File: config.mk
export PLATFORM = sky130hd
export DESIGN_NAME = dmmu_tlb_sram_ctrl
export DESIGN_NICKNAME = d
export VERILOG_FILES = /design/src/rtl/dmmu_tlb_sram_ctrl.sv
export SDC_FILE = /design/constraint.sdc
export NUM_CORES = 1
export LEC_CHECK = 0
export ABC_AREA = 1
export BUFFER_PORTS_ARGS = -buffer_cell sky130_fd_sc_hd__clkbuf_2
export CAP_MARGIN = 20
export CORE_MARGIN = 5
export CORE_UTILIZATION = 53
export CTS_BUF_LIST = sky130_fd_sc_hd__clkbuf_4
export DETAILED_ROUTE_END_ITERATION = 8
export GPL_TIMING_DRIVEN = 0
export MAX_ROUTING_LAYER = met4
export PLACE_DENSITY = 0.84
export SYNTH_ARGS = -nofsm -noshare
export SYNTH_HDL_FRONTEND = slang
export SYNTH_SLANG_ARGS = --single-unit
export TNS_END_PERCENT = 30
File: constraint.sdc
create_clock -name clk -period 3.4 [get_ports clk]
set_clock_uncertainty 0.05 [all_clocks]
set_input_delay 0.51 -clock clk [delete_from_list [all_inputs] [get_ports clk]]
set_output_delay 0.51 -clock clk [all_outputs]
set_load 0.005 [all_outputs]
File: src/rtl/dmmu_tlb_sram_ctrl.sv
// DMMU TLB SRAM sequencer: arbitrates lookup/SPR access to one macro.
// Define TLB_FLUSH_EN to build the invalidate-all sweep.
module dmmu_tlb_sram_ctrl #(
  parameter int AW = 6,
  parameter int DW = 24,
  parameter logic [DW-1:0] FLUSH_VAL = {DW{1'b0}}
) (
  input  logic          clk,
  input  logic          rst_n,
  input  logic          lu_req,
  input  logic [AW-1:0] lu_addr,
  output logic          lu_ack,
  output logic [DW-1:0] lu_rdata,
  input  logic          spr_req,
  input  logic          spr_we,
  input  logic [AW-1:0] spr_addr,
  input  logic [DW-1:0] spr_wdata,
  output logic          spr_ack,
  output logic [DW-1:0] spr_rdata,
  input  logic          flush_req,
  output logic          flush_busy,
  output logic [AW-1:0] sram_a,
  output logic [DW-1:0] sram_i,
  input  logic [DW-1:0] sram_o,
  output logic          sram_ce,
  output logic          sram_web,
  output logic          sram_oeb,
  output logic          sram_csb
);

`ifdef TLB_FLUSH_EN
  typedef enum logic [2:0] {
    IDLE, SETUP, STROBE, F_SETUP, F_STROBE
  } state_t;
`else
  typedef enum logic [1:0] {
    IDLE, SETUP, STROBE
  } state_t;
`endif

  state_t        state_q;
  logic          rr_spr_q;
  logic          win_spr_q;
  logic          we_q;
  logic          lu_ack_q;
  logic          spr_ack_q;
  logic [DW-1:0] lu_rdata_q;
  logic [DW-1:0] spr_rdata_q;
  logic [AW-1:0] sram_a_q;
  logic [DW-1:0] sram_i_q;
  logic          sram_ce_q;
  logic          sram_web_q;
  logic          sram_oeb_q;
  logic          sram_csb_q;

  logic lu_v;
  logic spr_v;
  logic gnt_lu;
  logic gnt_spr;
  logic spr_wr;

  // A requester is deaf during its own ack cycle
  assign lu_v    = lu_req & ~lu_ack_q;
  assign spr_v   = spr_req & ~spr_ack_q;
  assign gnt_spr = spr_v & (~lu_v | ~rr_spr_q);
  assign gnt_lu  = lu_v & ~gnt_spr;
  assign spr_wr  = gnt_spr & spr_we;

`ifdef TLB_FLUSH_EN
  logic flush_pend_q;
  logic flush_busy_q;
  assign flush_busy = flush_busy_q;
`else
  logic unused_flush;
  assign unused_flush = flush_req ^ (|FLUSH_VAL);
  assign flush_busy   = 1'b0;
`endif

  always_ff @(posedge clk or negedge rst_n) begin
    if (!rst_n) begin
      state_q     <= IDLE;
      rr_spr_q    <= 1'b1;
      win_spr_q   <= 1'b0;
      we_q        <= 1'b0;
      lu_ack_q    <= 1'b0;
      spr_ack_q   <= 1'b0;
      lu_rdata_q  <= '0;
      spr_rdata_q <= '0;
      sram_a_q    <= '0;
      sram_i_q    <= '0;
      sram_ce_q   <= 1'b0;
      sram_web_q  <= 1'b1;
      sram_oeb_q  <= 1'b1;
      sram_csb_q  <= 1'b1;
`ifdef TLB_FLUSH_EN
      flush_pend_q <= 1'b0;
      flush_busy_q <= 1'b0;
`endif
    end else begin
      lu_ack_q  <= 1'b0;
      spr_ack_q <= 1'b0;
`ifdef TLB_FLUSH_EN
      if (flush_req && !flush_busy_q) begin
        flush_pend_q <= 1'b1;
        flush_busy_q <= 1'b1;
      end
`endif
      unique case (state_q)
        IDLE: begin
`ifdef TLB_FLUSH_EN
          if (flush_pend_q) begin
            flush_pend_q <= 1'b0;
            state_q      <= F_SETUP;
            sram_a_q     <= '0;
            sram_i_q     <= FLUSH_VAL;
            sram_csb_q   <= 1'b0;
            sram_web_q   <= 1'b0;
            sram_oeb_q   <= 1'b1;
          end else
`endif
          if (gnt_lu || gnt_spr) begin
            state_q    <= SETUP;
            win_spr_q  <= gnt_spr;
            rr_spr_q   <= gnt_spr;
            we_q       <= spr_wr;
            sram_a_q   <= gnt_spr ? spr_addr : lu_addr;
            sram_i_q   <= spr_wr ? spr_wdata : sram_i_q;
            sram_csb_q <= 1'b0;
            sram_web_q <= ~spr_wr;
            sram_oeb_q <= spr_wr;
          end
        end
        SETUP: begin
          sram_ce_q <= 1'b1;
          state_q   <= STROBE;
        end
        STROBE: begin
          sram_ce_q  <= 1'b0;
          sram_csb_q <= 1'b1;
          sram_web_q <= 1'b1;
          sram_oeb_q <= 1'b1;
          state_q    <= IDLE;
          if (win_spr_q) begin
            spr_ack_q <= 1'b1;
            if (!we_q) spr_rdata_q <= sram_o;
          end else begin
            lu_ack_q   <= 1'b1;
            lu_rdata_q <= sram_o;
          end
        end
`ifdef TLB_FLUSH_EN
        F_SETUP: begin
          sram_ce_q <= 1'b1;
          state_q   <= F_STROBE;
        end
        F_STROBE: begin
          sram_ce_q <= 1'b0;
          if (sram_a_q == {AW{1'b1}}) begin
            sram_csb_q   <= 1'b1;
            sram_web_q   <= 1'b1;
            flush_busy_q <= 1'b0;
            state_q      <= IDLE;
          end else begin
            sram_a_q <= sram_a_q + 1'b1;
            state_q  <= F_SETUP;
          end
        end
`endif
        default: state_q <= IDLE;
      endcase
    end
  end

  assign lu_ack    = lu_ack_q;
  assign spr_ack   = spr_ack_q;
  assign lu_rdata  = lu_rdata_q;
  assign spr_rdata = spr_rdata_q;
  assign sram_a    = sram_a_q;
  assign sram_i    = sram_i_q;
  assign sram_ce   = sram_ce_q;
  assign sram_web  = sram_web_q;
  assign sram_oeb  = sram_oeb_q;
  assign sram_csb  = sram_csb_q;

endmodule
==> flow_summary_export.csv, run 1 <==
group,metric,value,unit
outcome,run_status,"finished clean",
worst_setup_path,worstPathMaxFanout,2,
cells_and_area,antenna_cells,0,
clock_network,post_cts_resized,0,
clock_network,cts_sinks,89,
yosys,synth_enable_flop_cells,0,
worst_setup_path,path_delay_family,"flip-flops",
cells_and_area,syn_to_final_growth,27.5,%
grt,track_usage,21.0,%
detailed_routing,via_per_inst,4.78,
power,peakVddDrop,438,µV
clock_network,clkLatencyLatePin,0.41,ns
clock_network,htreeDepth,3,
worst_setup_path,crit_arrival,1.08,ns
detailed_routing,route.met2.wl,4030,µm
power,leakagePower,2.72,nW
floorplanning,rows,30,
clock_network,cts_tree,"yes",
clock_network,clk_path_buf_depth,2,
timing,max_slew_margin,61.8,%
timing,period_share,48.2,%
timing,finalSetupViolations,0,
grt,grt_max_degree,50,
clock_network,cts-buffers-inserted,9,
floorplanning,pin_count,151,
timing,drv_slew,0,
worst_setup_path,path_cells,"clkbuf_2",
worst_setup_path,worstReg2RegStart,"state_q[0]",
grt,antenna_found_initial,0,
worst_setup_path,endpoint,"sram_oeb",
worst_setup_path,path_buf_inv,1,
grt,overflow,0,
floorplanning,initial_core_util,54.2,%
yosys,yosys_warnings,0,
placement,dpl.hpwl,6520,µm
placement,io_buffer_count,148,
worst_setup_path,crit_required,2.84,ns
detailed_routing,routed.top_layer,"met4",
detailed_routing,totalWireLength,8490,µm
yosys,postSynthAreaPerCell,9.42,µm²
worst_setup_path,start_kind,"flip-flop",
floorplanning,die_x,93.2,µm
yosys,ys_types,23,
timing,period_minus_slack,1.64,ns
cells_and_area,final_util,69.2,%
detailed_routing,dr_wl_met3,595,µm
clock_network,clk_pin_slew,0.14,ns
yosys,synth_area,3660,µm²
worst_setup_path,cp_slowest_stage_delay,0.56,ns
yosys,synth_cells,389,
cells_and_area,drive_gt1_share,36.8,%
floorplanning,fp.dieH,93.2,µm
clock_network,postCtsSetupBuffers,0,
worst_setup_path,cp-end-kind,"output port",
worst_setup_path,crit_type,"reg2out",
run,drv_cap,0,
power,powerDensity,865,nW/µm²
yosys,syn_nets,458,
worst_setup_path,reg2reg_depth,7,
detailed_routing,initialDrtViolationCount,64,
worst_setup_path,r2r_end,"spr_rdata[19]",
worst_setup_path,cp-startpoint,"sram_oeb",
yosys,ys_seq_area_share,60.9,%
clock_network,cts-root-buf,"clkbuf_4",
worst_setup_path,cp_num_cells,1,
worst_setup_path,critical_path.slowest_cell,"dfstp_2",
timing,finalSetupTns,0,ns
yosys,synth_ff_type,"dfrtp_1",
timing,tightest_slew,0.573,ns
worst_setup_path,r2r_slack,1.77,ns
placement,gp_congestion,0.859,
min_path,hold_class,"in2async",
grt,grt_first_pass_wirelength,14300,µm
timing,fmax,0.610,GHz
yosys,async_flop_share,100,%
detailed_routing,vias,3033,
timing,hold_viol,0,
floorplanning,die_area,8680,µm²
detailed_routing,post_drt_wl_per_cell,13.4,µm
detailed_routing,drt_drc_violations_left,0,
detailed_routing,ant_nets,0,
cells_and_area,final_nets,618,
clock_network,cts_hold_buf,0,
detailed_routing,wl_met1,3800,µm
detailed_routing,dr.pass1.iters,4,
timing,rsz0062_at_grt,"false",
grt,first_global_vias,3123,
floorplanning,core_area,6760,µm²
timing,whs,0.0536,ns
yosys,ys_ff_latch,89,
[registers in the layout (all words and copies together) (netlist names)]
register   count
rr_spr_q       1
spr_ack        1
win_spr_q      1
sram_web       1
we_q           1
lu_ack         1
sram_i        24
sram_oeb       1
sram_ce        1
sram_a         6
spr_rdata     24
state_q        2
sram_csb       1
lu_rdata      24
[cell type report]
class,count,area (µm²)
Sequential cell,89,2230
Clock inverter,7,70.1
Tap cell,80,100
Timing Repair Buffer,149,771
Buffer,18,165
Clock buffer,9,67.6
Inverter,42,158
Fill cell,544,2080
Multi-Input combinational cell,240,1110
[metal layers]
metal | vias to the layer above | track usage [%]
met4 | 0 | 7.20
met5 | - | -
met2 | 98 | 33.9
li1 | 1515 | -
met1 | 1414 | 26.2
met3 | 6 | 4.99
[cells in the mapped netlist (3+ instances only)]
master | count | area share, %
dfrtp_1 | 85 | 58
buf_6 | 11 | 3.4
dfstp_2 | 4 | 2.9
nor2_4 | 3 | 0.92
buf_2 | 3 | 0.41
ha_1 | 3 | 1.0
nand3_1 | 11 | 1.5
inv_1 | 38 | 3.9
inv_2 | 4 | 0.41
o21ai_1 | 30 | 4.1
nand3b_1 | 6 | 1.2
buf_4 | 3 | 0.61
o21ai_0 | 13 | 1.8
nand2_1 | 159 | 16
o21ai_2 | 8 | 1.9
[cells in the final DEF (no fill, tap or decap), types with 3 or more instances in the layout]
master and instances:
o21ai_0 13, inv_2 4, inv_1 38, ha_1 3
buf_6 11, nand3_1 11, nor2_4 3, clkinv_2 3
clkbuf_4 10, clkbuf_2 147, dfstp_2 4, o21ai_1 30
buf_2 3, nand3b_1 6, nand2_1 159, dfrtp_1 85
o21ai_2 8, buf_4 3
[stage by stage]
step / setup WS (ns) / power, mW / cells / cell area (µm²)
6_report: 1.76 / 4.04 / 634 / 4670
4_1_cts: 1.73 / 4.10 / 634 / 4670
5_1_grt: 1.58 / 4.39 / 634 / 4670
3_3_place_gp: 0.860 / 3.42 / 617 / 4510
2_1_floorplan: 2.02 / 2.72 / 389 / 3660
3_5_place_dp: 1.76 / 3.52 / 618 / 4540
[power breakdown]
group / internal (mW) / switching (mW) / leakage (nW)
clock network: 0.225 / 0.358 / 0.0761
logic: 0.733 / 0.862 / 1.56
registers: 1.58 / 0.286 / 1.08
[how the worst min path moves through the flow]
| stage | start | to | slack, ns | depth (start not counted) |
|---|---|---|---|---|
| floorplan | rst_n | lu_ack | 0.16 | 0 |
| global placement | sram_csb | sram_csb | 0.40 | 2 |
| detailed placement | sram_csb | sram_csb | 0.40 | 2 |
| CTS | rst_n | sram_i[10] | 0.04 | 1 |
| global route | rst_n | sram_i[15] | 0.08 | 1 |
| finish | rst_n | sram_i[22] | 0.05 | 1 |
[cell families after synthesis]
group | after synthesis | share of synthesized area (%)
other | 1 | 0.102
flip-flops | 89 | 60.9
AO/OA/AOI/OAI | 52 | 7.92
buffers and inverters | 60 | 8.81
adder cells (fa/ha/maj) | 3 | 1.02
AND/OR/NAND/NOR | 184 | 21.2
Note: power is estimated with default switching activity, not from simulation.
==> run 2: changes to the inputs <==
Settings changed: CORE_UTILIZATION 53 to 50, PLACE_DENSITY 0.84 to 0.8.
Clock period 3.4 ns to 1.65 ns, I/O delays scaled along.
==> flow_summary_export.csv, run 2 (same netlist as run 1, synthesis figures left out) <==
group,metric,value,unit
outcome,run_status,"finished clean",
min_path,hold_class,"in2reg",
timing,fmax,0.663,GHz
timing,finalSetupViolations,0,
power,power.total,8.68,mW
power,peakVddDrop,868,µV
timing,period_minus_slack,1.51,ns
worst_setup_path,critical_path.slowest_cell,"dfrtp_1",
detailed_routing,vias,3303,
grt,antenna_found_initial,0,
worst_setup_path,reg2reg_depth,7,
detailed_routing,dr.pass1.iters,4,
clock_network,clk_path_buf_depth,2,
cells_and_area,layout.cells.non_filler,697,
detailed_routing,initialDrtViolationCount,147,
placement,gp_congestion,0.753,
floorplanning,core_area,7180,µm²
worst_setup_path,worstReg2RegStart,"state_q[1]",
placement,postPlaceCellArea,4560,µm²
floorplanning,fp.dieH,95.6,µm
timing,tightest_slew,0.551,ns
placement,dpl.hpwl,6620,µm
timing,timing.final.ws_setup,0.142,ns
power,powerDensity,1680,nW/µm²
power,leakagePower,2.91,nW
cells_and_area,layout_common_cells,"159 x nand2_1, 148 x clkbuf_2, 85 x dfrtp_1",
detailed_routing,via_per_inst,4.74,
cells_and_area,syn_to_final_growth,41.3,%
grt,track_usage,22.4,%
timing,period_share,91.4,%
worst_setup_path,cp-startpoint,"state_q[1]",
cells_and_area,drive_gt1_share,34.8,%
clock_network,cts_sinks,89,
worst_setup_path,path_buf_inv,3,
clock_network,cts-root-buf,"clkbuf_4",
worst_setup_path,crit_required,1.95,ns
worst_setup_path,path_cells,"inv_1 -> ha_2 -> inv_1 -> nor2_4 -> buf_6 -> nand2_1 -> nand2_1",
timing,max_slew_margin,63.3,%
grt,overflow,0,
grt,grt_first_pass_wirelength,15500,µm
min_path,whs_endpoint,"spr_rdata[14]",
floorplanning,initial_core_util,51.1,%
worst_setup_path,crit_type,"reg2reg",
floorplanning,die_area,9140,µm²
worst_setup_path,path_delay_family,"flip-flops",
clock_network,postCtsSetupBuffers,0,
floorplanning,rows,31,
cells_and_area,final_util,72.2,%
min_path,whs_path_depth,3,
detailed_routing,post_drt_wl_per_cell,13.8,µm
cells_and_area,antenna_cells,0,
timing,hold_viol,0,
timing,finalSetupTns,0,ns
worst_setup_path,r2r_slack,0.14,ns
floorplanning,die_x,95.6,µm
timing,drv_slew,0,
detailed_routing,drt_drc_violations_left,0,
worst_setup_path,cp-end-kind,"flip-flop",
floorplanning,pin_count,151,
placement,dp.cells,637,
grt,first_global_vias,3346,
worst_setup_path,start_kind,"flip-flop",
grt,grt_max_degree,51,
cells_and_area,fill_cells,514,
cells_and_area,final_nets,662,
placement,io_buffer_count,148,
min_path,hold_start,"sram_o[14]",
run,drv_cap,0,
cells_and_area,multi_input_area,1120,µm²
detailed_routing,totalWireLength,9650,µm
timing,whs,0.0373,ns
detailed_routing,ant_nets,0,
clock_network,clk_pin_slew,0.14,ns
clock_network,htreeDepth,3,
worst_setup_path,worstPathMaxFanout,10,
worst_setup_path,r2r_end,"sram_i[4]",
cells_and_area,final_common_cell,"nand2_1",
clock_network,clkLatencyLatePin,0.42,ns
clock_network,cts-buffers-inserted,9,
cells_and_area,final_cell_area,5180,µm²
placement,dp_worst_setup_slack,-0.0386,ns
worst_setup_path,cp_slowest_stage_delay,0.44,ns
worst_setup_path,crit_arrival,1.80,ns
cells_and_area,seq_area,2230,µm²
clock_network,cts_tree,"yes",
==> run 2: changes by cell type in the layout (fill, tap and decap cells not counted), moves of 2 or more <==
cell,change
inv_1,-2
clkbuf_4,+2
inv_2,+2
dlygate4sd3_1,+44
ha_1,-2
clkinv_2,-3
==> run 2: final cells by class <==
| type | count | share of cell area [%] |
|---|---|---|
| Buffer | 18 | 3.21 |
| Clock buffer | 11 | 1.59 |
| Clock inverter | 5 | 1.55 |
| Inverter | 42 | 3.04 |
| Multi-Input combinational cell | 240 | 21.7 |
| Sequential cell | 89 | 43.1 |
| Tap cell | 99 | 2.39 |
| Timing Repair Buffer | 193 | 23.4 |
==> run 2: routing by layer <==
| metal | track usage, % | part of all wire [%] | up-vias |
|---|---|---|---|
| met5 | - | 0 | - |
| met4 | 6.87 | 1.3 | 0 |
| met3 | 5.05 | 8.9 | 13 |
| met2 | 37.2 | 49 | 155 |
| met1 | 27.4 | 41 | 1528 |
| li1 | - | - | 1607 |
==> run 2: timing repair <==
action,4_1_cts,5_1_grt
hold buffers,42,2
gates cloned,0,0
pin swaps,0,1
gates resized for setup,2,5
hold endpoints to repair,84,2
setup endpoints to repair,6,49
==> run 2: worst max-delay path by stage <==
stage	end	slack, ns	depth (start not counted)
2_1_floorplan	spr_rdata[4]	0.27	9
3_3_place_gp	lu_rdata[21]	-0.65	1
3_5_place_dp	spr_rdata[17]	-0.04	7
4_1_cts	spr_rdata[5]	0.05	9
5_1_grt	sram_i[5]	-0.004	7
6_report	sram_i[4]	0.14	7
==> run 2: tightest hold or removal path: cells and delay by family <==
family                 cells  cell delay, ns
buffers and inverters      2            0.16
AOI/OAI and AO/OA          1            0.06
==> run 2: power by group <==
group	leakage, nW	internal [mW]	switching (mW)
Combinational	1.74	1.60	1.87
Clock	0.0847	0.648	0.702
Sequential	1.08	3.26	0.604
Total	2.91	5.50	3.18
